File: config.mk
export PLATFORM = sky130hd
export DESIGN_NAME = lsu_flat
export DESIGN_NICKNAME = d
export VERILOG_FILES = /design/src/rtl/lsu_pkg.sv /design/src/rtl/lsu_if.sv /design/src/rtl/lsu_align.sv /design/src/rtl/lsu.sv /design/src/flat_wrapper.sv
export SDC_FILE = /design/constraint.sdc
export NUM_CORES = 1
export LEC_CHECK = 0
export CORE_AREA = 2 2 134 136
export CTS_CLUSTER_SIZE = 28
export DETAILED_ROUTE_END_ITERATION = 6
export DIE_AREA = 0 0 136 138
export GPL_TIMING_DRIVEN = 0
export PLACE_DENSITY = 0.7
export SETUP_SLACK_MARGIN = 0.02
export SLEW_MARGIN = 20
export SYNTH_ARGS = -nofsm -noshare
export SYNTH_HDL_FRONTEND = slang
export SYNTH_SLANG_ARGS = --single-unit
File: constraint.sdc
create_clock -name clk -period 2.4 [get_ports clk]
set_input_delay 0.48 -clock clk [delete_from_list [all_inputs] [get_ports clk]]
set_output_delay 0.48 -clock clk [all_outputs]
set_load 0.02 [all_outputs]
File: src/rtl/lsu_pkg.sv
`default_nettype none
// ============================================================================
// Module      : lsu_pkg
// Description : Shared types, state codes, lane masks and access-legality
//               helpers for the load/store unit.
// Revision    : 1.0 - initial release
// ============================================================================
package lsu_pkg;

  // RV32I load/store width and sign codes
  typedef enum logic [2:0] {
    F3_LB  = 3'b000,
    F3_LH  = 3'b001,
    F3_LW  = 3'b010,
    F3_LBU = 3'b100,
    F3_LHU = 3'b101
  } funct3_e;

  // Exception codes reported on exc_cause
  typedef enum logic [1:0] {
    EXC_LOAD_MISALIGN  = 2'd0,
    EXC_STORE_MISALIGN = 2'd1,
    EXC_ACCESS_FAULT   = 2'd2,
    EXC_ILLEGAL        = 2'd3
  } exc_cause_e;

  typedef enum logic [1:0] {
    S_IDLE      = 2'd0,
    S_LOAD_WAIT = 2'd1,
    S_RESP      = 2'd2
  } lsu_state_e;

  // FSM encodings used by the state register
  localparam logic [1:0] ST_IDLE      = 2'd0;
  localparam logic [1:0] ST_LOAD_WAIT = 2'd1;
  localparam logic [1:0] ST_RESP      = 2'd2;

  // Byte-enable masks for lane 0, shifted up by the address offset
  localparam logic [3:0] BE_BYTE = 4'b0001;
  localparam logic [3:0] BE_HALF = 4'b0011;
  localparam logic [3:0] BE_WORD = 4'b1111;

  // Size field of funct3 (bits [1:0])
  localparam logic [1:0] SZ_BYTE = 2'b00;
  localparam logic [1:0] SZ_HALF = 2'b01;
  localparam logic [1:0] SZ_WORD = 2'b10;

  // Unsigned variants exist only for loads
  function automatic logic funct3_legal(input logic is_store, input logic [2:0] f3);
    logic legal;
    case (f3)
      F3_LB, F3_LH, F3_LW: legal = 1'b1;
      F3_LBU, F3_LHU:      legal = !is_store;
      default:             legal = 1'b0;
    endcase
    return legal;
  endfunction

  // Natural alignment check for a legal width code
  function automatic logic is_misaligned(input logic [2:0] f3, input logic [1:0] off);
    logic mis;
    case (f3[1:0])
      SZ_HALF: mis = off[0];
      SZ_WORD: mis = (off != 2'b00);
      default: mis = 1'b0;
    endcase
    return mis;
  endfunction

endpackage
`default_nettype wire

File: src/rtl/lsu_if.sv
`default_nettype none
// ============================================================================
// Module      : lsu_if
// Description : Request, dmem, response and exception signals of the LSU.
//               master = execute/writeback/dmem side, slave = LSU.
// Revision    : 1.0 - initial release
// ============================================================================
interface lsu_if #(
  parameter int RD_W = 5
) ();

  logic            req_valid;
  logic            req_ready;
  logic            req_is_store;
  logic [2:0]      req_funct3;
  logic [31:0]     req_addr;
  logic [31:0]     req_wdata;
  logic [RD_W-1:0] req_rd;

  logic [31:0]     wr_addr;
  logic [31:0]     wr_data;
  logic [3:0]      wr_en;
  logic [31:0]     rd_addr;
  logic [31:0]     rd_data;

  logic            resp_valid;
  logic            resp_ready;
  logic [31:0]     resp_data;
  logic [RD_W-1:0] resp_rd;

  logic            exc_valid;
  logic [1:0]      exc_cause;
  logic [31:0]     exc_addr;

  modport master (
    output req_valid, req_is_store, req_funct3, req_addr, req_wdata, req_rd,
    output rd_data, resp_ready,
    input  req_ready, wr_addr, wr_data, wr_en, rd_addr,
    input  resp_valid, resp_data, resp_rd, exc_valid, exc_cause, exc_addr
  );

  modport slave (
    input  req_valid, req_is_store, req_funct3, req_addr, req_wdata, req_rd,
    input  rd_data, resp_ready,
    output req_ready, wr_addr, wr_data, wr_en, rd_addr,
    output resp_valid, resp_data, resp_rd, exc_valid, exc_cause, exc_addr
  );

endinterface
`default_nettype wire

File: src/rtl/lsu_align.sv
`default_nettype none
// ============================================================================
// Module      : lsu_align
// Description : Combinational lane logic. Store side builds byte enables and
//               lane-replicated data; load side extracts the addressed lane
//               and sign- or zero-extends it.
// Revision    : 1.0 - initial release
// ============================================================================
module lsu_align
  import lsu_pkg::*;
(
  input  logic [1:0]  st_size,
  input  logic [1:0]  st_off,
  input  logic [31:0] st_data,
  output logic [3:0]  st_be,
  output logic [31:0] st_wdata,
  input  logic [2:0]  ld_funct3,
  input  logic [1:0]  ld_off,
  input  logic [31:0] ld_rdata,
  output logic [31:0] ld_result
);

  logic [31:0] ld_shifted;

  // Store: replicate the datum across all lanes so dmem sees it at any offset
  always_comb begin
    st_be    = BE_WORD;
    st_wdata = st_data;
    case (st_size)
      SZ_BYTE: begin
        st_be    = BE_BYTE << st_off;
        st_wdata = {4{st_data[7:0]}};
      end
      SZ_HALF: begin
        st_be    = BE_HALF << st_off;
        st_wdata = {2{st_data[15:0]}};
      end
      default: begin
        st_be    = BE_WORD;
        st_wdata = st_data;
      end
    endcase
  end

  assign ld_shifted = ld_rdata >> {ld_off, 3'b000};

  // Load: bring the addressed lane down to bit 0; funct3[2] selects zero-extension
  always_comb begin
    ld_result = ld_rdata;
    case (ld_funct3[1:0])
      SZ_BYTE: ld_result = ld_funct3[2] ? {24'd0, ld_shifted[7:0]}
                                        : {{24{ld_shifted[7]}}, ld_shifted[7:0]};
      SZ_HALF: ld_result = ld_funct3[2] ? {16'd0, ld_shifted[15:0]}
                                        : {{16{ld_shifted[15]}}, ld_shifted[15:0]};
      default: ld_result = ld_rdata;
    endcase
  end

endmodule
`default_nettype wire

File: src/rtl/lsu.sv
`default_nettype none
// ============================================================================
// Module      : lsu
// Description : Load/store unit in front of dmem. One request at a time;
//               stores write at the accepting edge, loads return an extended
//               result two cycles later, faults produce a one-cycle pulse.
// Revision    : 1.0 - initial release
// ============================================================================
module lsu
  import lsu_pkg::*;
#(
  parameter int DMEM_WORDS = 16384,
  parameter int RD_W       = 5
) (
  input logic   clk,
  input logic   rst_n,
  lsu_if.slave  bus
);

  localparam logic [32:0] ADDR_LIMIT = 33'(DMEM_WORDS) << 2;

  logic [1:0]      state;
  logic [29:0]     ld_word;
  logic [1:0]      ld_off;
  logic [2:0]      ld_funct3;
  logic [RD_W-1:0] ld_rd;

  logic            accept;
  logic            fault;
  exc_cause_e      fault_cause;
  logic [3:0]      st_be;
  logic [31:0]     st_wdata;
  logic [31:0]     ld_result;

  // Ready only in IDLE, and forced low while reset is held
  assign bus.req_ready = rst_n && (state == ST_IDLE);
  assign accept        = bus.req_valid && bus.req_ready;

  // Classify the presented request: illegal, then misaligned, then range
  always_comb begin
    fault       = 1'b1;
    fault_cause = EXC_ILLEGAL;
    if (!funct3_legal(bus.req_is_store, bus.req_funct3)) begin
      fault_cause = EXC_ILLEGAL;
    end else if (is_misaligned(bus.req_funct3, bus.req_addr[1:0])) begin
      fault_cause = bus.req_is_store ? EXC_STORE_MISALIGN : EXC_LOAD_MISALIGN;
    end else if ({1'b0, bus.req_addr} >= ADDR_LIMIT) begin
      fault_cause = EXC_ACCESS_FAULT;
    end else begin
      fault       = 1'b0;
      fault_cause = EXC_LOAD_MISALIGN;
    end
  end

  lsu_align u_align (
    .st_size   (bus.req_funct3[1:0]),
    .st_off    (bus.req_addr[1:0]),
    .st_data   (bus.req_wdata),
    .st_be     (st_be),
    .st_wdata  (st_wdata),
    .ld_funct3 (ld_funct3),
    .ld_off    (ld_off),
    .ld_rdata  (bus.rd_data),
    .ld_result (ld_result)
  );

  // Store enables only for an accepted, fault-free store
  assign bus.wr_en   = (accept && bus.req_is_store && !fault) ? st_be : 4'b0000;
  assign bus.wr_addr = {bus.req_addr[31:2], 2'b00};
  assign bus.wr_data = st_wdata;

  // Read address follows the request in IDLE so data is ready in LOAD_WAIT
  assign bus.rd_addr = (state == ST_IDLE) ? {bus.req_addr[31:2], 2'b00}
                                          : {ld_word, 2'b00};

  // Load FSM: latch on accept, capture extended data, hold until taken
  always_ff @(posedge clk or negedge rst_n) begin
    if (!rst_n) begin
      state          <= ST_IDLE;
      ld_word        <= '0;
      ld_off         <= '0;
      ld_funct3      <= '0;
      ld_rd          <= '0;
      bus.resp_valid <= 1'b0;
      bus.resp_data  <= '0;
      bus.resp_rd    <= '0;
    end else begin
      case (state)
        ST_IDLE: begin
          if (accept && !bus.req_is_store && !fault) begin
            ld_word   <= bus.req_addr[31:2];
            ld_off    <= bus.req_addr[1:0];
            ld_funct3 <= bus.req_funct3;
            ld_rd     <= bus.req_rd;
            state     <= ST_LOAD_WAIT;
          end
        end
        ST_LOAD_WAIT: begin
          bus.resp_data  <= ld_result;
          bus.resp_rd    <= ld_rd;
          bus.resp_valid <= 1'b1;
          state          <= ST_RESP;
        end
        ST_RESP: begin
          if (bus.resp_ready) begin
            bus.resp_valid <= 1'b0;
            state          <= ST_IDLE;
          end
        end
        default: state <= ST_IDLE;
      endcase
    end
  end

  // Exception pulse one cycle after a faulting request is consumed
  always_ff @(posedge clk or negedge rst_n) begin
    if (!rst_n) begin
      bus.exc_valid <= 1'b0;
      bus.exc_cause <= '0;
      bus.exc_addr  <= '0;
    end else begin
      bus.exc_valid <= accept && fault;
      if (accept && fault) begin
        bus.exc_cause <= fault_cause;
        bus.exc_addr  <= bus.req_addr;
      end
    end
  end

endmodule
`default_nettype wire
File: src/flat_wrapper.sv
// flat-port wrapper written by rule: the top's interface ports become plain ports
module lsu_flat import lsu_pkg::*;
#(
  parameter int DMEM_WORDS = 16384,
  parameter int RD_W       = 5
)
  (clk, rst_n, bus_req_valid, bus_req_is_store, bus_req_funct3, bus_req_addr, bus_req_wdata, bus_req_rd, bus_rd_data, bus_resp_ready, bus_req_ready, bus_wr_addr, bus_wr_data, bus_wr_en, bus_rd_addr, bus_resp_valid, bus_resp_data, bus_resp_rd, bus_exc_valid, bus_exc_cause, bus_exc_addr);
  lsu_if #(.RD_W(RD_W)) bus_i ();
  input logic clk;
  input logic rst_n;
  input wire logic [$bits(bus_i.req_valid)-1:0] bus_req_valid;
  input wire logic [$bits(bus_i.req_is_store)-1:0] bus_req_is_store;
  input wire logic [$bits(bus_i.req_funct3)-1:0] bus_req_funct3;
  input wire logic [$bits(bus_i.req_addr)-1:0] bus_req_addr;
  input wire logic [$bits(bus_i.req_wdata)-1:0] bus_req_wdata;
  input wire logic [$bits(bus_i.req_rd)-1:0] bus_req_rd;
  input wire logic [$bits(bus_i.rd_data)-1:0] bus_rd_data;
  input wire logic [$bits(bus_i.resp_ready)-1:0] bus_resp_ready;
  output wire logic [$bits(bus_i.req_ready)-1:0] bus_req_ready;
  output wire logic [$bits(bus_i.wr_addr)-1:0] bus_wr_addr;
  output wire logic [$bits(bus_i.wr_data)-1:0] bus_wr_data;
  output wire logic [$bits(bus_i.wr_en)-1:0] bus_wr_en;
  output wire logic [$bits(bus_i.rd_addr)-1:0] bus_rd_addr;
  output wire logic [$bits(bus_i.resp_valid)-1:0] bus_resp_valid;
  output wire logic [$bits(bus_i.resp_data)-1:0] bus_resp_data;
  output wire logic [$bits(bus_i.resp_rd)-1:0] bus_resp_rd;
  output wire logic [$bits(bus_i.exc_valid)-1:0] bus_exc_valid;
  output wire logic [$bits(bus_i.exc_cause)-1:0] bus_exc_cause;
  output wire logic [$bits(bus_i.exc_addr)-1:0] bus_exc_addr;
  assign bus_i.req_valid = bus_req_valid;
  assign bus_i.req_is_store = bus_req_is_store;
  assign bus_i.req_funct3 = bus_req_funct3;
  assign bus_i.req_addr = bus_req_addr;
  assign bus_i.req_wdata = bus_req_wdata;
  assign bus_i.req_rd = bus_req_rd;
  assign bus_i.rd_data = bus_rd_data;
  assign bus_i.resp_ready = bus_resp_ready;
  assign bus_req_ready = bus_i.req_ready;
  assign bus_wr_addr = bus_i.wr_addr;
  assign bus_wr_data = bus_i.wr_data;
  assign bus_wr_en = bus_i.wr_en;
  assign bus_rd_addr = bus_i.rd_addr;
  assign bus_resp_valid = bus_i.resp_valid;
  assign bus_resp_data = bus_i.resp_data;
  assign bus_resp_rd = bus_i.resp_rd;
  assign bus_exc_valid = bus_i.exc_valid;
  assign bus_exc_cause = bus_i.exc_cause;
  assign bus_exc_addr = bus_i.exc_addr;
  lsu #(.DMEM_WORDS(DMEM_WORDS), .RD_W(RD_W)) u_core (.clk(clk), .rst_n(rst_n), .bus(bus_i));
endmodule
Yosys cells after proc, flatten, opt, wreduce, memory -nomap -nowiden. Index checks and enable logic that the tools add are counted.

Flip-flop bits (word level): 115. Input port bits: 109. Output and inout bits: 174. Logic and storage cells: 68.

$lt $le $gt $ge: 1. Equality and inequality tests: 11. Shifts and indexed selects: 3. Mux-type cells: 22. Reductions and logical operators: 20.

Operator list (count): 32-bit one-hot mux with 2 select lines (2); 32-bit 2-to-1 mux (3); 32-bit by 17-bit greater-or-equal comparator with 1-bit output, second input constant (1); 32-bit by 5-bit right shift with 16-bit output (1); 2-bit 2-to-1 mux (5); 4-bit one-hot mux with 2 select lines (1); 1-bit logical AND (7); 2-bit by 1-bit equality test with 1-bit output, second input constant (3); 3-bit equality test, second input constant (2); 2-bit logical NOT (3); 1-bit 2-to-1 mux (6); 1-bit one-hot mux with 2 select lines (3); 2-bit one-hot mux with 3 select lines (1); 2-bit AND reduction (3); 2-bit equality test, second input constant (2); 4-bit 2-to-1 mux (1); 2-bit inequality test, second input constant (2); 2-bit nonzero test (2); 1-bit by 2-bit left shift with 4-bit output, first input constant (1); 2-bit by 2-bit left shift with 4-bit output, first input constant (1); 3-bit by 1-bit equality test with 1-bit output, second input constant (1); 3-bit by 2-bit equality test with 1-bit output, second input constant (1); 3-bit logical NOT (1); 3-bit OR reduction (1); 2 further kinds (3).

Logic depth before layout (Yosys ltp).
Depth after elaboration: 10. Mapped depth: 7.

Modules after synthesis. Synthesis repeated with hierarchy kept, for this count alone.

Cell total of the unflattened synthesis: 521. Area, all modules: 6299.8 sq um.

By module, submodules not included: lsu (instances 1, cells each 350, area each 5121.2 sq um); lsu_align (instances 1, cells each 171, area each 1178.6 sq um).

Worst setup path after synthesis. OpenSTA, ideal clock, no wires.

Kind: input port to output port. Start: in bus_req_funct3[0]. End: out bus_wr_data[18]. Arrival time: 1.869 ns. Setup slack: 0.051 ns. Stages on the path: 6. Cells stage by stage: inv_1 ha_1 clkbuf_1 nor2_1 clkbuf_1 mux2_2.

Longest elaborated chain between the ends: 2. Elaborated cells on any way between the ends: 3.

Ends and longest elaborated chain: from (decl) (RTL line flat_wrapper.sv:13) `input wire logic [$bits(bus_i.req_funct3)-1:0] bus_req_funct3;`; 2-bit by 1-bit equality test with 1-bit output or 2-bit logical NOT (tied branches) (RTL line lsu_align.sv:29) `case (st_size)`; 32-bit one-hot mux with 2 select lines (*) (RTL line lsu_align.sv:29); to (decl) (RTL line flat_wrapper.sv:21) `output wire logic [$bits(bus_i.wr_data)-1:0] bus_wr_data;`.

Mark *: on every way between the ends. The rest lies on a longest branch, timed or not.

Final worst setup path.
Start: in bus_req_valid. End: out bus_wr_en[3].

Longest elaborated chain between the ends: 4.

Ends and longest elaborated chain: from (decl) (RTL line flat_wrapper.sv:11) `input wire logic [$bits(bus_i.req_valid)-1:0] bus_req_valid;`; 1-bit logical AND (RTL line lsu.sv:37) `assign accept = bus.req_valid && bus.req_ready;`; 1-bit logical AND (2 in series) (RTL line lsu.sv:68) `assign bus.wr_en = (accept && bus.req_is_store && !fault) ? st_be : 4'b0000;`; 4-bit 2-to-1 mux (RTL line lsu.sv:68); to (decl) (RTL line flat_wrapper.sv:22) `output wire logic [$bits(bus_i.wr_en)-1:0] bus_wr_en;`.

No other way between the ends.

==> qor.csv <==
metric,value,unit
status,finished with violations,
violated checks,setup timing,
gpl congestion,0.8082,
worst skew pair latency,0.41,ns
top layer in use,met4,
Syn Inst Count,539,
# rows,49,
HPWL after DPL,14260,µm
metal2 WL,10290,µm
WL met3,1282,µm
largest net degree at the start of global routing,37,
first-pass GRT wire length,30520,µm
"Design Area, Final",9992,µm²
H-tree depth,4,
core area,17530,µm²
Clock Path Buffers,2,
R2R Setup Slk,0.15,ns
vias per cell,4.887,
Tmin final,2.423,ns
ANT cells,0,
Final Non-Filler Cells,1103,
Post-synth top cells,"dfrtp_1 (115), mux2_2 (92), nand2_1 (45)",
total CTS buffers,17,
Yosys top cell area share,0.4848,
CP Max Fanout,3,
RSZ-0062 raised after global routing,true,
Max-slew headroom,0.3923,
Mapped Avg Cell Area,11.01,µm²
wire per inst,18.01,µm
max cap viols,0,
number of routed nets with antenna violations,0,
CP required,1.92,ns
die height,138,µm
final wirelength,19860,µm
CTS tree,built,
CP max stage delay,0.48,ns
Layout Nets,976,
Post-synth EDFFs,0,
Post-Route M1 WL,7971,µm
Synth Flop Type,dfrtp_1,
most common cell in the synthesized netlist,dfrtp_1,
GRT overflow,0,
vias in the first global route,5536,
YS warnings,0,
post-synthesis sequential area ratio,0.4848,
PwrDens,594.6,nW/µm²
"Arr. time, crit path",1.94,ns
initial core utilization,0.3385,
endpoint type of the worst setup path,primary output,
Slew Limit Fails,0,
top cell type by total area after synthesis,dfrtp_1,
Tcrit/Tclk final,1.009,
synthesized area,5936,µm²
first drt pass iteration count,4,
root buffer cell,clkbuf_16,
"top cells by area, synth","dfrtp_1 (48%), mux2_2 (17%), buf_4 (5.4%)",
Final Hold Fails,0,
Final WS setup,-0.02268,ns
Slew @ Worst Pin,0.9085,ns
critical path launch point type,input port,
critical path class,in -> out,
clk slew on worst S/H paths,0.05,ns
maximum VDD drop,0.0004628,V
CTS Sinks,115,
Yosys cell types,41,
achievable frequency,412.8,MHz
Initial DRC Count,258,
width of the die,136,µm
drt drc,0,
Yosys reg bits,115,
Boundary Pins,283,
fraction of layout cells with a size suffix above 1,0.3146,
critical-path cell list,"clkdlybuf4s50_1, and4bb_2, and2_4, nand4_1, a21oi_1, buf_4",
Leak,4.533,nW
overall global routing resource usage,0.2116,
HP Class,in -> async,
Post-Place Worst Slack,-1.643,ns
antenna violations before repair,0,
Post-DP Area,9045,µm²
Synth async-reset ratio,1.000,
critical path's slowest cell,clkdlybuf4s50_1,
Inst Count DP,1050,
Vias,5390,
die area,18770,µm²
final setup fails,2,
Worst Skew,0.01049,ns
synthesis-to-layout area growth,68.34,%
Buffers on Ports,278,
metal layers:
layer / up-vias / track usage
met5: - / 0
met4: 0 / 0.07730
met3: 20 / 0.04840
met2: 218 / 0.3645
met1: 2616 / 0.2568
li1: 2536 / -
cells by family after synthesis:
kind of cell,share of synthesized area
AO/OA/AOI/OAI,0.1288
other,0.0006318
multiplexers,0.2009
buffers and inverters,0.08305
adder cells (fa/ha/maj),0.006324
AND/OR/NAND/NOR,0.09549
flip-flops,0.4848
flip-flops by register name (all words and copies together) (netlist names):
signal,count
u_core.ld_rd,5
u_core.bus.resp_valid,1
u_core.bus.exc_cause,2
u_core.ld_off,2
u_core.bus.exc_valid,1
u_core.state,2
u_core.bus.resp_rd,5
u_core.bus.resp_data,32
u_core.ld_funct3,3
u_core.bus.exc_addr,32
u_core.ld_word,30
where the power goes:
group,switching [W],internal [W],total (W)
combinational,0.000618,0.000676,0.00129
clock,0.000831,0.00172,0.00255
sequential,0.0000512,0.00204,0.00210
total,0.00150,0.00444,0.00594
critical path, delay by kind of cell:
kind / cells / cell delay (ns)
buf+inv: 2 / 0.65
simple gates: 3 / 0.61
compound gates: 1 / 0.21
final cells by class:
class                           count  area [µm²]
Timing Repair Buffer              306        2993
Inverter                            5       18.77
Buffer                             73       501.7
Tap cell                          229       286.5
Sequential cell                   115        2880
Clock inverter                      5       100.1
Multi-Input combinational cell    346        2720
Fill cell                        1563        7542
Clock buffer                       24       491.7
path summary, 6_finish.rpt:
path | startpoint | to | cells past startpoint
hold / removal | rst_n | u_core.ld_word[13]$_DFFE_PN0P_ | 2
max in group asynchronous | rst_n | u_core.bus.resp_data[29]$_DFFE_PN0P_ | 3
setup reg to reg | u_core.state[0]$_DFFE_PN0P_ | u_core.ld_word[4]$_DFFE_PN0P_ | 8
min in group clk | bus_req_addr[16] | u_core.bus.exc_addr[16]$_DFFE_PN0P_ | 2
hold reg to reg | u_core.ld_rd[3]$_DFFE_PN0P_ | u_core.bus.resp_rd[3]$_DFFE_PN0P_ | 2
setup / recovery | bus_req_valid | bus_wr_en[3] | 6
timing repair:
action / CTS / global route
setup endpoints to repair: 133 / 46
gates resized for setup: 207 / 82
hold buffers: 3 / 0
pin swaps: 12 / 0
endpoints found under the hold margin: 34 / 0
cloned: 2 / 2
buffers inserted: 14 / 6
placed cells by master, fill, tap and decap left out, types with 6 or more instances in the layout:
master | Yosys | final
o22ai_1 | 24 | 24
buf_4 | 43 | 62
clkbuf_16 | 0 | 19
mux2i_1 | 10 | 10
buf_2 | 4 | 20
mux2_2 | 92 | 88
clkbuf_2 | 0 | 19
buf_6 | 3 | 11
dfrtp_1 | 115 | 113
a22oi_1 | 16 | 15
a2bb2oi_1 | 6 | 6
o2bb2ai_1 | 8 | 8
clkdlybuf4s15_1 | 0 | 9
a21oi_1 | 30 | 29
nor2_1 | 32 | 30
clkdlybuf4s15_2 | 0 | 6
o21ai_0 | 13 | 12
nand2_1 | 45 | 45
clkdlybuf4s50_1 | 0 | 199
clkbuf_1 | 22 | 16
and2_1 | 19 | 18
dlygate4sd2_1 | 0 | 20
a22o_1 | 9 | 8
stage by stage:
stage          hold WS [ns]  setup TNS (ns)  total power (W)  utilization
2_1_floorplan        0.1844               0         0.002678            -
3_3_place_gp         0.4434         -849.88         0.003401       0.5142
3_5_place_dp         0.4496         -101.69         0.003416       0.5158
4_1_cts             0.02516        -0.05194         0.006011       0.5664
5_1_grt             0.03459         -0.4755         0.006184       0.5699
6_report            0.03672        -0.02455         0.005941       0.5699
Note: power is estimated with default switching activity, not from simulation.
